===== config.mk =====
export PLATFORM = sky130hd
export DESIGN_NAME = core_data_demux
export DESIGN_NICKNAME = d
export VERILOG_FILES = /design/src/rtl/core_data_demux_pkg.sv /design/src/rtl/core_data_demux_id_fifo.sv /design/src/rtl/core_data_demux.sv
export SDC_FILE = /design/constraint.sdc
export NUM_CORES = 1
export LEC_CHECK = 0
export ABC_AREA = 1
export CORE_AREA = 2 2 127 129
export CTS_BUF_LIST = sky130_fd_sc_hd__clkbuf_4
export CTS_CLUSTER_SIZE = 28
export DETAILED_ROUTE_END_ITERATION = 6
export DIE_AREA = 0 0 129 131
export DONT_BUFFER_PORTS = 1
export PLACE_DENSITY_LB_ADDON = 0.25
export SYNTH_ARGS = -nofsm -noshare
export SYNTH_HDL_FRONTEND = slang
export SYNTH_SLANG_ARGS = --single-unit

===== constraint.sdc =====
create_clock -name clk_i -period 2.2 [get_ports clk_i]
set_input_delay 0.44 -clock clk_i [delete_from_list [all_inputs] [get_ports clk_i]]
set_output_delay 0.44 -clock clk_i [all_outputs]
set_load 0.05 [all_outputs]

===== src/rtl/core_data_demux_pkg.sv =====
// rtl/core_data_demux_pkg.sv - shared types and mailbox addresses for the core data demux
//
// Purpose : target identifiers and mailbox address constants used by the
//           demux top and its outstanding-transaction FIFO.
// Contents: tgt_e   - 2-bit target id (periph, stack, tcdm, sink)
//           EXIT_ADDR, PUTC_ADDR - mailbox register addresses
package core_data_demux_pkg;

  typedef enum logic [1:0] {
    TGT_PERIPH = 2'd0,
    TGT_STACK  = 2'd1,
    TGT_TCDM   = 2'd2,
    TGT_SINK   = 2'd3
  } tgt_e;

  localparam logic [31:0] EXIT_ADDR = 32'h8000_0000;
  localparam logic [31:0] PUTC_ADDR = 32'h8000_0004;

endpackage


===== src/rtl/core_data_demux_id_fifo.sv =====
// rtl/core_data_demux_id_fifo.sv - in-order FIFO of target ids for outstanding transactions
//
// Purpose : remembers which target each granted request went to, so that
//           responses can be steered back in issue order.
// Ports   : clk_i, rst_ni      clock, async active-low reset
//           push, push_id      enqueue a target id
//           pop                dequeue the head entry
//           head, tail         oldest / most recently pushed id
//           full, empty, count occupancy status
// Push and pop may occur in the same cycle, including when full.
module core_data_demux_id_fifo
  import core_data_demux_pkg::*;
#(
  parameter int unsigned DEPTH = 2
) (
  input  logic                           clk_i,
  input  logic                           rst_ni,
  input  logic                           push,
  input  tgt_e                           push_id,
  input  logic                           pop,
  output tgt_e                           head,
  output tgt_e                           tail,
  output logic                           full,
  output logic                           empty,
  output logic [$clog2(DEPTH+1)-1:0]     count
);

  localparam int unsigned CW = $clog2(DEPTH + 1);
  localparam int unsigned PW = (DEPTH > 1) ? $clog2(DEPTH) : 1;
  localparam logic [PW-1:0] LAST = PW'(DEPTH - 1);

  tgt_e          mem_q [DEPTH];
  tgt_e          tail_q;
  logic [PW-1:0] wr_ptr_q;
  logic [PW-1:0] rd_ptr_q;
  logic [CW-1:0] count_q;

  assign head  = mem_q[rd_ptr_q];
  assign tail  = tail_q;
  assign empty = (count_q == '0);
  assign full  = (count_q == CW'(DEPTH));
  assign count = count_q;

  always_ff @(posedge clk_i or negedge rst_ni) begin
    if (!rst_ni) begin
      for (int i = 0; i < int'(DEPTH); i++) begin
        mem_q[i] <= TGT_PERIPH;
      end
      tail_q   <= TGT_PERIPH;
      wr_ptr_q <= '0;
      rd_ptr_q <= '0;
      count_q  <= '0;
    end else begin
      // When full and popping, wr_ptr equals rd_ptr: the slot being
      // vacated is overwritten at the same edge, which is safe.
      if (push) begin
        mem_q[wr_ptr_q] <= push_id;
        tail_q          <= push_id;
        wr_ptr_q        <= (wr_ptr_q == LAST) ? '0 : wr_ptr_q + 1'b1;
      end
      if (pop) begin
        rd_ptr_q <= (rd_ptr_q == LAST) ? '0 : rd_ptr_q + 1'b1;
      end
      if (push && !pop) begin
        count_q <= count_q + 1'b1;
      end else if (pop && !push) begin
        count_q <= count_q - 1'b1;
      end
    end
  end

endmodule


===== src/rtl/core_data_demux.sv =====
// rtl/core_data_demux.sv - core data port demux with in-order response steering and mailbox
//
// Purpose : routes core data requests to periph / stack / tcdm targets or the
//           built-in mailbox sink, and returns responses in issue order.
// Ports   : clk_i, rst_ni                 clock, async active-low reset
//           data_*                        core data port (req/gnt/rvalid)
//           tgt_req_o/tgt_gnt_i           per-target handshake (0 periph, 1 stack, 2 tcdm)
//           tgt_add/wen/be/data_o         broadcast request fields
//           tgt_rvalid_i/tgt_rdata_i      per-target responses
//           exit_valid_o, exit_code_o     exit mailbox (sticky)
//           char_valid_o, char_o          putchar mailbox (one-cycle pulse)
//           outstanding_o                 outstanding transaction count
//           proto_err_o                   sticky unexpected-rvalid flag
module core_data_demux
  import core_data_demux_pkg::*;
#(
  parameter int unsigned HWPE_ADDR_BASE_BIT = 20,
  parameter int unsigned MAX_OUTSTANDING    = 2,
  parameter logic [7:0]  SINK_TOP_BYTE      = 8'h80
) (
  input  logic                                   clk_i,
  input  logic                                   rst_ni,
  input  logic                                   data_req_i,
  output logic                                   data_gnt_o,
  input  logic                                   data_we_i,
  input  logic [3:0]                             data_be_i,
  input  logic [31:0]                            data_addr_i,
  input  logic [31:0]                            data_wdata_i,
  output logic                                   data_rvalid_o,
  output logic [31:0]                            data_rdata_o,
  output logic [2:0]                             tgt_req_o,
  input  logic [2:0]                             tgt_gnt_i,
  output logic [31:0]                            tgt_add_o,
  output logic                                   tgt_wen_o,
  output logic [3:0]                             tgt_be_o,
  output logic [31:0]                            tgt_data_o,
  input  logic [2:0]                             tgt_rvalid_i,
  input  logic [2:0][31:0]                       tgt_rdata_i,
  output logic                                   exit_valid_o,
  output logic [31:0]                            exit_code_o,
  output logic                                   char_valid_o,
  output logic [7:0]                             char_o,
  output logic [$clog2(MAX_OUTSTANDING+1)-1:0]   outstanding_o,
  output logic                                   proto_err_o
);

  tgt_e req_tgt;
  tgt_e head_tgt;
  tgt_e tail_tgt;
  logic fifo_full;
  logic fifo_empty;
  logic gate_open;
  logic push;
  logic pop;
  logic [2:0] expect_mask;

  logic        sink_rvalid_q;
  logic        exit_valid_q;
  logic [31:0] exit_code_q;
  logic        char_valid_q;
  logic [7:0]  char_q;
  logic        proto_err_q;

  assign tgt_add_o  = data_addr_i;
  assign tgt_wen_o  = ~data_we_i;
  assign tgt_be_o   = data_be_i;
  assign tgt_data_o = data_wdata_i;

  always_comb begin
    req_tgt = TGT_TCDM;
    if (data_addr_i[HWPE_ADDR_BASE_BIT]) begin
      req_tgt = TGT_PERIPH;
    end else if (data_addr_i[31:24] == SINK_TOP_BYTE) begin
      req_tgt = TGT_SINK;
    end else if (data_addr_i[31:24] == 8'h00) begin
      req_tgt = TGT_STACK;
    end
  end

  // Response side: only the head target may complete; anything else is a
  // protocol violation and is dropped.
  always_comb begin
    pop          = 1'b0;
    data_rdata_o = '0;
    expect_mask  = '0;
    if (!fifo_empty) begin
      case (head_tgt)
        TGT_PERIPH: begin
          pop          = tgt_rvalid_i[0];
          data_rdata_o = tgt_rdata_i[0];
          expect_mask  = 3'b001;
        end
        TGT_STACK: begin
          pop          = tgt_rvalid_i[1];
          data_rdata_o = tgt_rdata_i[1];
          expect_mask  = 3'b010;
        end
        TGT_TCDM: begin
          pop          = tgt_rvalid_i[2];
          data_rdata_o = tgt_rdata_i[2];
          expect_mask  = 3'b100;
        end
        default: begin
          pop          = sink_rvalid_q;
          data_rdata_o = '0;
        end
      endcase
    end
  end

  assign data_rvalid_o = pop;

  // Only one target kind in flight at a time, so differing target
  // latencies can never reorder responses.
  assign gate_open = (!fifo_full || pop) && (fifo_empty || (tail_tgt == req_tgt));

  always_comb begin
    tgt_req_o  = '0;
    data_gnt_o = 1'b0;
    if (gate_open) begin
      case (req_tgt)
        TGT_PERIPH: begin
          tgt_req_o[0] = data_req_i;
          data_gnt_o   = data_req_i & tgt_gnt_i[0];
        end
        TGT_STACK: begin
          tgt_req_o[1] = data_req_i;
          data_gnt_o   = data_req_i & tgt_gnt_i[1];
        end
        TGT_TCDM: begin
          tgt_req_o[2] = data_req_i;
          data_gnt_o   = data_req_i & tgt_gnt_i[2];
        end
        default: begin
          data_gnt_o = data_req_i;
        end
      endcase
    end
  end

  assign push = data_gnt_o;

  core_data_demux_id_fifo #(
    .DEPTH (MAX_OUTSTANDING)
  ) u_id_fifo (
    .clk_i   (clk_i),
    .rst_ni  (rst_ni),
    .push    (push),
    .push_id (req_tgt),
    .pop     (pop),
    .head    (head_tgt),
    .tail    (tail_tgt),
    .full    (fifo_full),
    .empty   (fifo_empty),
    .count   (outstanding_o)
  );

  always_ff @(posedge clk_i or negedge rst_ni) begin
    if (!rst_ni) begin
      sink_rvalid_q <= 1'b0;
      exit_valid_q  <= 1'b0;
      exit_code_q   <= '0;
      char_valid_q  <= 1'b0;
      char_q        <= '0;
      proto_err_q   <= 1'b0;
    end else begin
      sink_rvalid_q <= push && (req_tgt == TGT_SINK);
      char_valid_q  <= 1'b0;
      if (push && (req_tgt == TGT_SINK) && data_we_i) begin
        if (data_addr_i == EXIT_ADDR) begin
          exit_valid_q <= 1'b1;
          exit_code_q  <= data_wdata_i;
        end
        if (data_addr_i == PUTC_ADDR) begin
          char_valid_q <= 1'b1;
          char_q       <= data_wdata_i[7:0];
        end
      end
      if (|(tgt_rvalid_i & ~expect_mask)) begin
        proto_err_q <= 1'b1;
      end
    end
  end

  assign exit_valid_o = exit_valid_q;
  assign exit_code_o  = exit_code_q;
  assign char_valid_o = char_valid_q;
  assign char_o       = char_q;
  assign proto_err_o  = proto_err_q;

endmodule


-- Yosys cells after proc, flatten, opt, wreduce, memory -nomap -nowiden
Cells that the tools add are included.
- add/sub/neg operators: 4
- $lt $le $gt $ge: 3
- equality and inequality tests: 10
- muxes and demuxes: 27
- bitwise operators: 8
- reduce and logical (&&, ||, !) cells: 19
- operators by type and width (cell ; count):
    $pmux W32 S3 ; 1
    $eq A32 B32 Y1 const B ; 2
    $mux W32 ; 1
    $mux W2 ; 9
    $mux W1 ; 9
    $pmux W3 S3 ; 1
    $eq A2 B2 Y1 const B ; 4
    $eq A8 B8 Y1 const B ; 1
    $logic_not A8 Y1 ; 1
    $logic_and A1 B1 Y1 ; 6
    $logic_not A2 Y1 ; 3
    $mux W3 ; 2
    $pmux W1 S3 ; 2
    $bwmux W4 ; 1
    $eq A2 B1 Y1 const B ; 2
    $ge A2 B2 Y1 const B ; 2
    $not A1 Y2 ; 2
    $reduce_and A2 Y1 ; 2
    $and A1 B1 Y1 ; 3
    $and A3 B3 Y3 ; 1
    $logic_not A1 Y1 ; 3
    $not A3 Y3 ; 1
    $reduce_or A3 Y1 ; 1
    $add A1 B1 Y1 const B ; 2
    other kinds (8) ; 9
- register bits: 54
- bits of input ports: 174
- logic and storage cells: 83

-- Longest topological paths before layout
Gate-level depths: netlist (run 1).
- depth after elaboration: 14
- gate-level depth with buffers: 16
- gate-level depth less buffers: 16

-- Cells and area by module
From an unflattened synthesis (run 1), not the netlist that was laid out.
- cells, all modules: 600
- area total of the unflattened synthesis: 3940.0 µm²
- modules (own cells, without submodules) (module ; times used ; cells each ; area each (µm²) ; sequential area each (µm²)):
    core_data_demux ; 1 ; 553 ; 3493.4 ; 1101.1
    core_data_demux_id_fifo ; 1 ; 47 ; 446.7 ; 250.2

-- Least setup slack after synthesis (run 1)
OpenSTA, ideal clock, no wires.
- path kind: flip-flop to output port
- from: register u_id_fifo.count_q[0] (netlist: u_id_fifo.count[0])
- to: output tgt_req_o[2]
- arrival: 2307 ps
- setup slack: -547 ps
- cell stages (with the launch flop): 7
- path buffers: 0
- cell sequence: dfrtp_1 > nor2_1 > inv_2 > nand3_4 > nand2_4 > nand3_1 > nor3_1
- longest elaborated chain between the ends: 5
- elaborated cells between the ends (all ways): 8
- classes of those cells: eq/ne (1); mux (2); reduce/logical (5)
- ends and longest elaborated chain (item ; line ; source):
    from (decl) ; core_data_demux_id_fifo.sv:36 ; logic [CW-1:0] count_q;
    from (signal assigned) ; core_data_demux_id_fifo.sv:65 ; count_q <= count_q + 1'b1;
    from (signal assigned) ; core_data_demux_id_fifo.sv:67 ; count_q <= count_q - 1'b1;
    $eq A2 B2 Y1 / $logic_not A2 Y1 (equally long branches) ; core_data_demux_id_fifo.sv:41, core_data_demux_id_fifo.sv:40 ;
    $logic_not A1 Y1 / $mux W1 (equally long branches) ; core_data_demux.sv:115, core_data_demux.sv:86 ;
    $logic_or A1 B1 Y1 ; core_data_demux.sv:115 ; assign gate_open = (!fifo_full || pop) && (fifo_empty || (tail_tgt == req_tgt));
    $logic_and A1 B1 Y1 (*) ; core_data_demux.sv:115 ;
    $mux W3 (*) ; core_data_demux.sv:120 ; if (gate_open) begin
    to (decl) ; core_data_demux.sv:31 ; output logic [2:0] tgt_req_o,
Mark *: on every way between the ends. The rest lies on a longest branch, timed or not.

-- Worst setup path after layout (run 1)
- from: register u_id_fifo.rd_ptr_q
- to: output data_rdata_o[20]
- longest elaborated chain between the ends: 7
- elaborated cells between the ends (all ways): 9
- classes of those cells: eq/ne (2); mux (5); bitwise (1); reduce/logical (1)
- ends and longest elaborated chain (item ; line ; source):
    from (decl) ; core_data_demux_id_fifo.sv:35 ; logic [PW-1:0] rd_ptr_q;
    from (signal assigned) ; core_data_demux_id_fifo.sv:62 ; rd_ptr_q <= (rd_ptr_q == LAST) ? '0 : rd_ptr_q + 1'b1;
    $not A1 Y2 (implied by the code) (*) ; core_data_demux_id_fifo.sv:38 ; assign head = mem_q[rd_ptr_q];
    $mux W2 (implied by the code) (*) (3 in a row) ; core_data_demux_id_fifo.sv:38 ;
    $eq A2 B2 Y1 (tied with other cells) ; core_data_demux.sv:87 ; case (head_tgt)
    $pmux W32 S3 (*) ; core_data_demux.sv:87 ;
    $mux W32 (*) ; core_data_demux.sv:86 ; if (!fifo_empty) begin
    to (decl) ; core_data_demux.sv:30 ; output logic [31:0] data_rdata_o,
Mark *: on every way between the ends. The rest lies on a longest branch, timed or not. The select of a mux whose other input is x is not followed.

==> results.json, run 1 <==
{
  "grt_max_degree": 55,
  "diodes": 0,
  "post_drt_wl_per_cell_um": 17.95,
  "leakage_nw": 2.693,
  "cts_sinks": 54,
  "drv_cap": 0,
  "cts-root-buf": "clkbuf_4",
  "fin_crit_sh_pct": 109.4,
  "clkTransAtPathRegs_ns": 0.19,
  "fin_setup_tns_ns": -6.289,
  "finalCoreUtilization_pct": 33.52,
  "grtUsageTotal_pct": 14.68,
  "syn_avg_cell_area_um2": 6.606,
  "drt_iter0_markers": 169,
  "synth_top_family_by_area": "simple AND/OR/NAND/NOR gates",
  "yosys.area.top_type": "dfrtp_1",
  "crit_path_start_kind": "flop",
  "nets": 762,
  "finalWeightedCongestion": 0.8747,
  "synth_top_area_share_pct": 33.81,
  "r2r_slack_ns": -0.12,
  "clock_path_buffers": 2,
  "maxSlewHeadroom_pct": 63.76,
  "ys.flop_type": "dfrtp_1",
  "synth_edf_count": 0,
  "grt_pass1_wl_um": 19320,
  "synth_compound_area_share_pct": 1.565,
  "final_common_cell": "nand2_1",
  "cp.required_ns": 1.76,
  "synthAdderAreaFrac_pct": 0.3131,
  "cts_tree": "done",
  "numCtsBuffers": 5,
  "fp-row-count": 46,
  "yosysWarnings": 0,
  "final_cell_mix": "nand2_1 (208), dfrtp_1 (52), nand3_1 (50), nand2_2 (41), inv_2 (40)",
  "grt_pass1_vias": 3549,
  "drive_above_1_share_pct": 37.07,
  "status": "finished with violations",
  "ios": 325,
  "drc": 0,
  "rsz0062_at_grt": "yes",
  "power_density_nw_per_um2": 1589,
  "ys_seq_area_share_pct": 33.81,
  "dieArea_um2": 16900,
  "ant_nets": 0,
  "maxSlewViolCount": 0,
  "grt_overflow": 0,
  "fp.dieH_um": 131,
  "totalWireLength_um": 14430,
  "syn_inst": 605,
  "violations": "setup timing",
  "r2r_cells": 15,
  "detailed_place_hpwl_um": 10290,
  "viasPerCell": 4.740,
  "min_path_type": "input port to flop",
  "ys_types": 30,
  "vias": 3811,
  "finalClockSkew_ns": 0.03352,
  "period_needed_ns": 2.407,
  "path_class": "flop to output pin",
  "nFillCells": 1645,
  "worst-path-max-fanout": 8,
  "worst_pin_slew_ns": 0.5436,
  "fmax_mhz": 415.4,
  "design_area_um2": 5229,
  "placed_area_um2": 4511,
  "clock_latency_ns": 0.40,
  "first_pass_iters": 7,
  "synth_xor_area_share_pct": 0.6575,
  "max_stage_delay_ns": 0.44,
  "start_util_pct": 25.62,
  "worst_ep_arrival_time_ns": 1.97,
  "die_w_um": 129,
  "vdd_drop_max_mv": 0.7776,
  "finalHoldViolCount": 0,
  "io_buffers": 0,
  "htree_levels": 2,
  "synthMuxAreaShare_pct": 0,
  "power_mw": 8.311,
  "dp_slack_ns": 0.01568,
  "worstSetupEndpointType": "output pin",
  "cp_cell_sequence": "inv_2 -> nand2_2 -> nand2_4 -> inv_4 -> nor2_4 -> buf_12 -> clkbuf_16 -> nand2_2 -> nand3_2 -> nand2_1 -> inv_2 -> buf_12",
  "synth_fp_nets": 780,
  "synth_seq_cells": 54,
  "antenna_found_initial": 0,
  "holdPathStages": 2,
  "setup_violations": 37,
  "area_growth_pct": 30.84,
  "yosys.area_share.simple_pct": 41.77,
  "coreArea_um2": 15600,
  "crit_path_top_delay_cell": "dfrtp_1",
  "fin_ws_ns": -0.2072,
  "synth_top_cells_by_area": "dfrtp_1 (34%), nand2_1 (23%), buf_4 (14%), nand3_1 (11%), inv_1 (5.3%)",
  "ys_async_sr_fraction_pct": 100.0,
  "syn_area_um2": 3996
}
what timing repair did:
| item | CTS | global route |
|---|---|---|
| hold buffers | 2 | 0 |
| resized for setup | 56 | 76 |
| setup endpoints to repair | 36 | 70 |
| buffers inserted | 5 | 2 |
| cloned | 4 | 4 |
| pin swaps | 3 | 10 |
| hold endpoints to repair | 54 | 0 |
flip-flops by register name, indices dropped and copies added (netlist names):
| register | count |
|---|---|
| exit_valid_o | 1 |
| u_id_fifo.mem_q | 4 |
| exit_code_o | 32 |
| u_id_fifo.wr_ptr_q | 1 |
| char_valid_o | 1 |
| proto_err_o | 1 |
| u_id_fifo.count | 2 |
| char_o | 8 |
| sink_rvalid_q | 1 |
| u_id_fifo.tail | 2 |
| u_id_fifo.rd_ptr_q | 1 |
synthesized netlist by cell type (all sizes together), types with 2 or more instances:
cell / n
nor2: 20
clkbuf: 9
a21oi: 2
o21ai: 9
nand3: 89
nand2: 254
or2: 4
inv: 64
xor2: 2
nor3: 2
dfrtp: 54
nand4: 3
nor4: 8
buf: 81
critical path, delay by kind of cell (launching register included):
kind | cells | cell delay [ns]
DFF | 1 | 0.44
buffers and inverters | 6 | 0.69
and+or+nand+nor | 6 | 0.46
stage by stage:
stage                     hold slack, ns  instances
after floorplan                   0.1444        605
after global placement            0.1462        779
after detailed placement          0.1456        779
after CTS                         0.1216        798
after global routing              0.1165        804
final                             0.1473        804
routing by layer:
metal  share of wire [%]  track usage (%)
met1                  35            15.56
met2                  54            27.98
met3                 9.5            4.805
met4                 1.5            3.836
met5                   0                0
cells by family after synthesis:
logic type	after synthesis
and+or+nand+nor	381
buffers and inverters	154
xor gates and xnor gates	3
DFF	54
AOI/OAI and AO/OA	12
adders and majority gates	1
cell type report:
type,count,area [um^2],area share (%)
Multi-Input combinational cell,398,2160,41.30
Sequential cell,54,1354,25.89
Timing Repair Buffer,64,1130,21.61
Tap cell,216,270.3,5.169
Inverter,64,251.5,4.810
Clock buffer,5,37.54,0.7179
Clock inverter,3,26.28,0.5025
where the power goes:
| part | total, mW | switching, mW | leakage [nW] | internal (mW) |
|---|---|---|---|---|
| Sequential | 1.12 | 0.0571 | 0.729 | 1.07 |
| Clock | 0.493 | 0.357 | 0.0362 | 0.136 |
| Combinational | 6.70 | 3.77 | 1.93 | 2.92 |
| Total | 8.31 | 4.19 | 2.69 | 4.12 |
final timing paths:
check / start / endpoint
worst min register to register: u_id_fifo.mem_q[1]$_DFFE_PN0P_ / u_id_fifo.mem_q[1]$_DFFE_PN0P_
min in group asynchronous: rst_ni / exit_code_o[9]$_DFFE_PN0P_
max in group asynchronous: rst_ni / u_id_fifo.count[1]$_DFFE_PN0P_
worst max register to register: u_id_fifo.rd_ptr_q$_DFFE_PN0P_ / u_id_fifo.count[1]$_DFFE_PN0P_
worst min-delay path: data_wdata_i[4] / exit_code_o[4]$_DFFE_PN0P_
worst max-delay path: u_id_fifo.rd_ptr_q$_DFFE_PN0P_ / data_rdata_o[20]
Power figures use the tool's default switching activity.
==> run 2: changes to the inputs <==
CORE_AREA = 2 2 126 128   (was 2 2 127 129)
DIE_AREA = 0 0 128 130   (was 0 0 129 131)
SYNTH_HIERARCHICAL = 1   (was not set)
==> run 2 against run 1 <==
Effect of this change:
- maximum frequency down 7.5%
- highest routed layer unchanged
- final cell count decreased by 4.1%
- sequential power about the same
- the flow still finishes with violations (setup timing)
- largest cell class unchanged
- sequential share of layout area shrank 0.16 points
- clock power is essentially flat
- core utilization grew 0.52 points
- hold slack lost 0.021 ns
- via count shrank 1.0%
- register-to-register slack worse by 0.23 ns
- setup slack worse by 0.19 ns
- global-route usage is 1.0 points higher
- die area fell by 1.5%
==> results.json, run 2 <==
{
  "dieArea_um2": 16640,
  "yosysWarnings": 6,
  "power_density_nw_per_um2": 1184,
  "fmax_mhz": 384.4,
  "crit_path_top_delay_cell": "dfrtp_1",
  "grt_pass1_vias": 3495,
  "synth_edf_count": 0,
  "worst_pin_slew_ns": 0.5681,
  "synth.most_common_cell": "nand2_1",
  "ys_seq_area_share_pct": 34.30,
  "setup_violations": 82,
  "synth_seq_cells": 54,
  "nets": 752,
  "worst_ep_arrival_time_ns": 2.16,
  "vdd_drop_max_mv": 0.5784,
  "cp_top_family": "buffers and inverters",
  "grt-busiest-layer": "met2",
  "p_switching_mw": 3.572,
  "final_cell_mix": "nand2_1 (186), nand2_2 (61), nand3_2 (56), dfrtp_1 (54), clkinvlp_4 (30)",
  "drt_iter0_markers": 143,
  "clkPwrFrac_pct": 7.9,
  "fp.dieH_um": 130,
  "switching_share_pct": 57.45,
  "ios": 325,
  "status": "finished with violations",
  "final_common_cell": "nand2_1",
  "htree_levels": 2,
  "design_area_um2": 5251,
  "worst-path-max-fanout": 4,
  "path_class": "flop to output pin",
  "maxSlewViolCount": 0,
  "ys.flop_type": "dfrtp_1",
  "drv_cap": 0,
  "die_w_um": 128,
  "min_path_type": "input port to flop",
  "finalClockSkew_ns": 0.02551,
  "cts_sinks": 54,
  "rsz0062_at_grt": "yes",
  "maxSlewHeadroom_pct": 62.13,
  "nFillCells": 1610,
  "vias": 3772,
  "cts-root-buf": "clkbuf_4",
  "violations": "setup timing",
  "dp.cells": 736,
  "finalHoldViolCount": 0,
  "viasPerCell": 4.892,
  "fin_crit_sh_pct": 118.3,
  "max_stage_delay_ns": 0.45,
  "grt_max_degree": 55,
  "ys_async_sr_fraction_pct": 100.0,
  "grtUsageTotal_pct": 15.72,
  "syn_inst": 600,
  "fin_setup_tns_ns": -24.70,
  "numCtsBuffers": 5,
  "grtUsageMet1_pct": 17.50,
  "crit_path_start_kind": "flop",
  "worstSetupEndpointType": "output pin",
  "fin_cells": 771,
  "dp_slack_ns": -0.09504,
  "ys_types": 31,
  "power_frac_comb_pct": 74.0,
  "syn_avg_cell_area_um2": 6.567,
  "syn_area_um2": 3940,
  "seqPwrFrac_pct": 18.2,
  "clock_path_buffers": 2,
  "clock_latency_ns": 0.40,
  "largest_reg_flops": 32,
  "grt_use_met3_pct": 3.895,
  "area_growth_pct": 33.28,
  "fp-row-count": 46,
  "synth_top_cells_by_area": "dfrtp_1 (34%), nand2_1 (24%), buf_4 (13%), nand3_1 (10%), inv_1 (5.2%)",
  "totalWireLength_um": 14630,
  "grt_overflow": 0,
  "cp_cell_sequence": "mux2_4 -> inv_1 -> nor3_1 -> nor2_1 -> nand2_2 -> a21boi_2 -> buf_4 -> nand3_4 -> clkinvlp_4 -> buf_12",
  "finalWeightedCongestion": 0.7617,
  "first_pass_iters": 4,
  "start_util_pct": 25.54,
  "synth_top_area_share_pct": 34.30,
  "coreArea_um2": 15420,
  "drc": 0,
  "yosys.area.top_type": "dfrtp_1",
  "synth_fp_nets": 775,
  "detailed_place_hpwl_um": 10030,
  "period_needed_ns": 2.602,
  "path_buf_inv": 4,
  "io_buffers": 0,
  "placed_area_um2": 4189,
  "grt_pass1_wl_um": 19850,
  "ant_nets": 0,
  "post_drt_wl_per_cell_um": 18.97,
  "met2_usage_pct": 30.14,
  "leakage_nw": 2.398,
  "cp.required_ns": 1.76,
  "drive_above_1_share_pct": 43.25,
  "antenna_found_initial": 0,
  "clkTransAtPathRegs_ns": 0.19,
  "intPower_mw": 2.646,
  "cts_tree": "done",
  "fin_ws_ns": -0.4018,
  "netlist_top_cells_count": "nand2_1 (251), nand3_1 (81), buf_4 (68)"
}
-- run 2: cell count changes after synthesis, moves of 3 or more --
cell	change
inv_2	-4
nand2_1	+4
buf_2	+4
nor3_1	+3
o21ai_1	-3
nor2_1	+7
buf_4	-4
nand4_1	+3
nand3_1	-3
clkbuf_1	+3
nand2_2	-6
buf_1	-3
-- run 2: timing repair --
action / CTS / global route
endpoints found under the setup margin: 84 / 89
resized for setup: 60 / 119
buffers inserted: 16 / 5
hold buffers: 2 / 0
pin swaps: 28 / 34
hold endpoints to repair: 54 / 0
cloned: 10 / 2
-- run 2: worst paths after layout --
path / start / to / slack (ns) / depth (start not counted)
setup / recovery: u_id_fifo/rd_ptr_q$_DFFE_PN0P_ / data_gnt_o / -0.40 / 10
hold / removal: data_wdata_i[15] / exit_code_o[15]$_DFFE_PN0P_ / 0.13 / 2
setup reg to reg: u_id_fifo/rd_ptr_q$_DFFE_PN0P_ / exit_code_o[8]$_DFFE_PN0P_ / -0.35 / 16
hold reg to reg: u_id_fifo/mem_q[3]$_DFFE_PN0P_ / u_id_fifo/mem_q[3]$_DFFE_PN0P_ / 0.52 / 2
max in group asynchronous: rst_ni / exit_code_o[7]$_DFFE_PN0P_ / 1.41 / 2
min in group asynchronous: rst_ni / exit_code_o[23]$_DFFE_PN0P_ / 0.53 / 2
-- run 2: area by class of cell --
cell class	count	area (um^2)	area share (%)
diodes	1	2.502	0.04765
clock buffers	5	37.54	0.7148
repair buffers	60	935.9	17.82
inverters	60	337.8	6.433
well taps	192	240.2	4.575
multi-input cells	396	2320	44.17
clock inverters	3	26.28	0.5004
flip-flops and latches	54	1351	25.73
-- run 2: logic make-up after synthesis --
family	Yosys count	synth area share, %
xor+xnor	2	0.4447
compound gates	10	1.683
buf+inv	150	21.56
flops	54	34.30
mux	2	0.5716
fa+ha+maj	1	0.3175
simple gates	381	41.12
-- run 2: metal layers --
metal  vias to the layer above  part of all wire, %
li1                       1747                    -
met1                      1805                   37
met2                       198                   53
met3                        22                  7.8
met4                         0                  1.8
met5                         -                    0
-- run 2: power groups by stage --
stage | logic, mW | clock network (mW) | registers [mW]
finish | 4.60 | 0.490 | 1.13
global route | 4.90 | 0.546 | 1.15
floorplan | 3.31 | 0 | 1.19
detailed placement | 4.09 | 0 | 1.14
global placement | 4.03 | 0 | 1.14
CTS | 4.23 | 0.512 | 1.13
-- run 2: stage by stage --
stage | hold slack, ns | power (mW) | utilization [%]
after global routing | 0.1166 | 6.593 | 34.03
after global placement | 0.1459 | 5.168 | 27.16
after CTS | 0.1103 | 5.869 | 31.66
after floorplan | 0.1444 | 4.499 | -
after detailed placement | 0.1457 | 5.237 | 27.16
final | 0.1260 | 6.218 | 34.04
==> run 3: changes to the inputs <==
CORE_AREA = 2 2 128 130   (was 2 2 126 128)
DIE_AREA = 0 0 130 132   (was 0 0 128 130)
==> run 3 against run 2 <==
Effect of this change:
- global-route usage down 0.86 points
- largest cell class unchanged
- design area shrank 3.4%
- clock power increased by 3%
- combinational power decreased by 1%
- first-iteration DRC count shrank 9.1%
- register-to-register slack improved by 0.04 ns
- non-clock buffer count decreased by 1
- via count decreased by 1.6%
- the run still ends with setup timing left
==> results.json, run 3 (synthesis gave the netlist of run 2 again) <==
{
  "drc": 0,
  "detailed_place_hpwl_um": 10130,
  "clock_latency_ns": 0.40,
  "r2r_slack_ns": -0.31,
  "finalClockSkew_ns": 0.02167,
  "die_w_um": 130,
  "maxSlewViolCount": 0,
  "vias": 3710,
  "setup.worst_path.start": "u_id_fifo/rd_ptr_q$_DFFE_PN0P_",
  "status": "finished with violations",
  "finalCoreUtilization_pct": 32.29,
  "fin_ws_ns": -0.4536,
  "grt_pass1_vias": 3751,
  "leakage_nw": 2.312,
  "design_area_um2": 5074,
  "grtUsageTotal_pct": 14.87,
  "cts_tree": "done",
  "r2r_start": "u_id_fifo/rd_ptr_q$_DFFE_PN0P_",
  "final_common_cell": "nand2_1",
  "cts-root-buf": "clkbuf_4",
  "fin_cells": 794,
  "power_mw": 6.192,
  "max_stage_delay_ns": 0.45,
  "nets": 751,
  "worst_pin_slew_ns": 0.5182,
  "drv_cap": 0,
  "min_path_type": "input port to flop",
  "cp.required_ns": 1.76,
  "setup_violations": 82,
  "maxSlewHeadroom_pct": 65.45,
  "r2r_end": "exit_code_o[29]$_DFFE_PN0P_",
  "violations": "setup timing",
  "cts_sinks": 54,
  "clock_path_buffers": 2,
  "drive_above_1_share_pct": 35.53,
  "area_growth_pct": 28.77,
  "finalHoldViolCount": 0,
  "coreArea_um2": 15710,
  "grt_max_degree": 55,
  "worstSetupEndpointType": "output pin",
  "io_buffers": 0,
  "first_pass_iters": 4,
  "post_drt_wl_per_cell_um": 17.24,
  "htree_levels": 2,
  "ant_nets": 0,
  "grt_pass1_wl_um": 19670,
  "path_class": "flop to output pin",
  "rsz0062_at_grt": "yes",
  "cp_cell_sequence": "mux2_4 -> o21ai_0 -> nand3_2 -> nand2_2 -> a21boi_2 -> buf_4 -> nand3_4 -> clkinvlp_4 -> buf_12",
  "clkTransAtPathRegs_ns": 0.19,
  "nFillCells": 1701,
  "worst_ep_arrival_time_ns": 2.21,
  "grt_overflow": 0,
  "crit_path_top_delay_cell": "dfrtp_1",
  "period_needed_ns": 2.654,
  "start_util_pct": 25.08,
  "placed_area_um2": 4304,
  "antenna_found_initial": 1,
  "fp-row-count": 46,
  "dieArea_um2": 17160,
  "r2r_cells": 15,
  "largest_reg_flops": 32,
  "dp.cells": 768,
  "crit_path_start_kind": "flop",
  "fmax_mhz": 376.9,
  "viasPerCell": 4.673,
  "totalWireLength_um": 13690,
  "finalWeightedCongestion": 0.7763,
  "vdd_drop_max_mv": 0.5918,
  "drt_iter0_markers": 130,
  "worst-path-max-fanout": 4,
  "fp.dieH_um": 132,
  "numCtsBuffers": 5,
  "final_cell_mix": "nand2_1 (220), dfrtp_1 (54), nand3_2 (49), nand3_1 (32)",
  "fin_setup_tns_ns": -23.71,
  "holdPathStages": 2,
  "crit_end": "data_gnt_o",
  "ios": 325,
  "power_density_nw_per_um2": 1221,
  "fin_crit_sh_pct": 120.6
}
run 3: cell count changes in the layout (fill, tap and decap cells not counted), sizes merged:
cell / before / now
clkbuf: 7 / 5
buf: 57 / 58
run 3: worst max-delay path, delay by kind of cell (launching register included):
kind / cells / cell delay [ns]
flip-flops: 1 / 0.45
buffers and inverters: 3 / 0.42
multiplexers: 1 / 0.36
AO/OA/AOI/OAI: 2 / 0.30
AND/OR/NAND/NOR: 3 / 0.29
run 3: area by class of cell:
type / count / area [um^2] / area share (%)
diodes: 1 / 2.502 / 0.04932
clock buffers: 5 / 37.54 / 0.7398
clock inverters: 3 / 28.78 / 0.5672
inverters: 60 / 345.3 / 6.806
multi-input cells: 396 / 2153 / 42.44
flip-flops and latches: 54 / 1351 / 26.63
well taps: 216 / 270.3 / 5.327
repair buffers: 59 / 884.6 / 17.44
run 3: how the worst min path moves through the flow:
| stage | startpoint | end |
|---|---|---|
| after floorplan | rst_ni | char_o[0]$_DFFE_PN0P_ |
| after global routing | data_wdata_i[17] | exit_code_o[17]$_DFFE_PN0P_ |
| after global placement | rst_ni | exit_code_o[14]$_DFFE_PN0P_ |
| after detailed placement | rst_ni | exit_code_o[14]$_DFFE_PN0P_ |
| after CTS | data_wdata_i[27] | exit_code_o[27]$_DFFE_PN0P_ |
| final | data_wdata_i[27] | exit_code_o[27]$_DFFE_PN0P_ |
run 3: metal layers:
metal | vias to the layer above | wire length [um] | track usage [%]
li1 | 1739 | - | -
met1 | 1733 | 4974 | 15.14
met2 | 214 | 7274 | 29.23
met3 | 24 | 1193 | 3.734
met4 | 0 | 244 | 4.122
met5 | - | 0 | 0
run 3: power by group:
part	internal, mW	switching, mW	total [mW]
clock	0.140	0.365	0.505
combinational	1.47	3.08	4.55
sequential	1.06	0.0759	1.14
total	2.67	3.53	6.19
run 3: what timing repair did:
| action | 4_1_cts | 5_1_grt |
|---|---|---|
| endpoints found under the hold margin | 54 | 0 |
| endpoints found under the setup margin | 82 | 87 |
| gates cloned | 7 | 0 |
| buffers inserted | 11 | 1 |
| hold buffers | 2 | 0 |
| pin swaps | 32 | 23 |
| resized for setup | 98 | 27 |
run 3: stage by stage:
stage / setup WS, ns / hold slack [ns]
global route: -0.5954 / 0.08189
global placement: -0.05057 / 0.1467
CTS: -0.4775 / 0.08175
floorplan: -0.2181 / 0.1444
finish: -0.4536 / 0.1224
detailed placement: -0.08420 / 0.1465
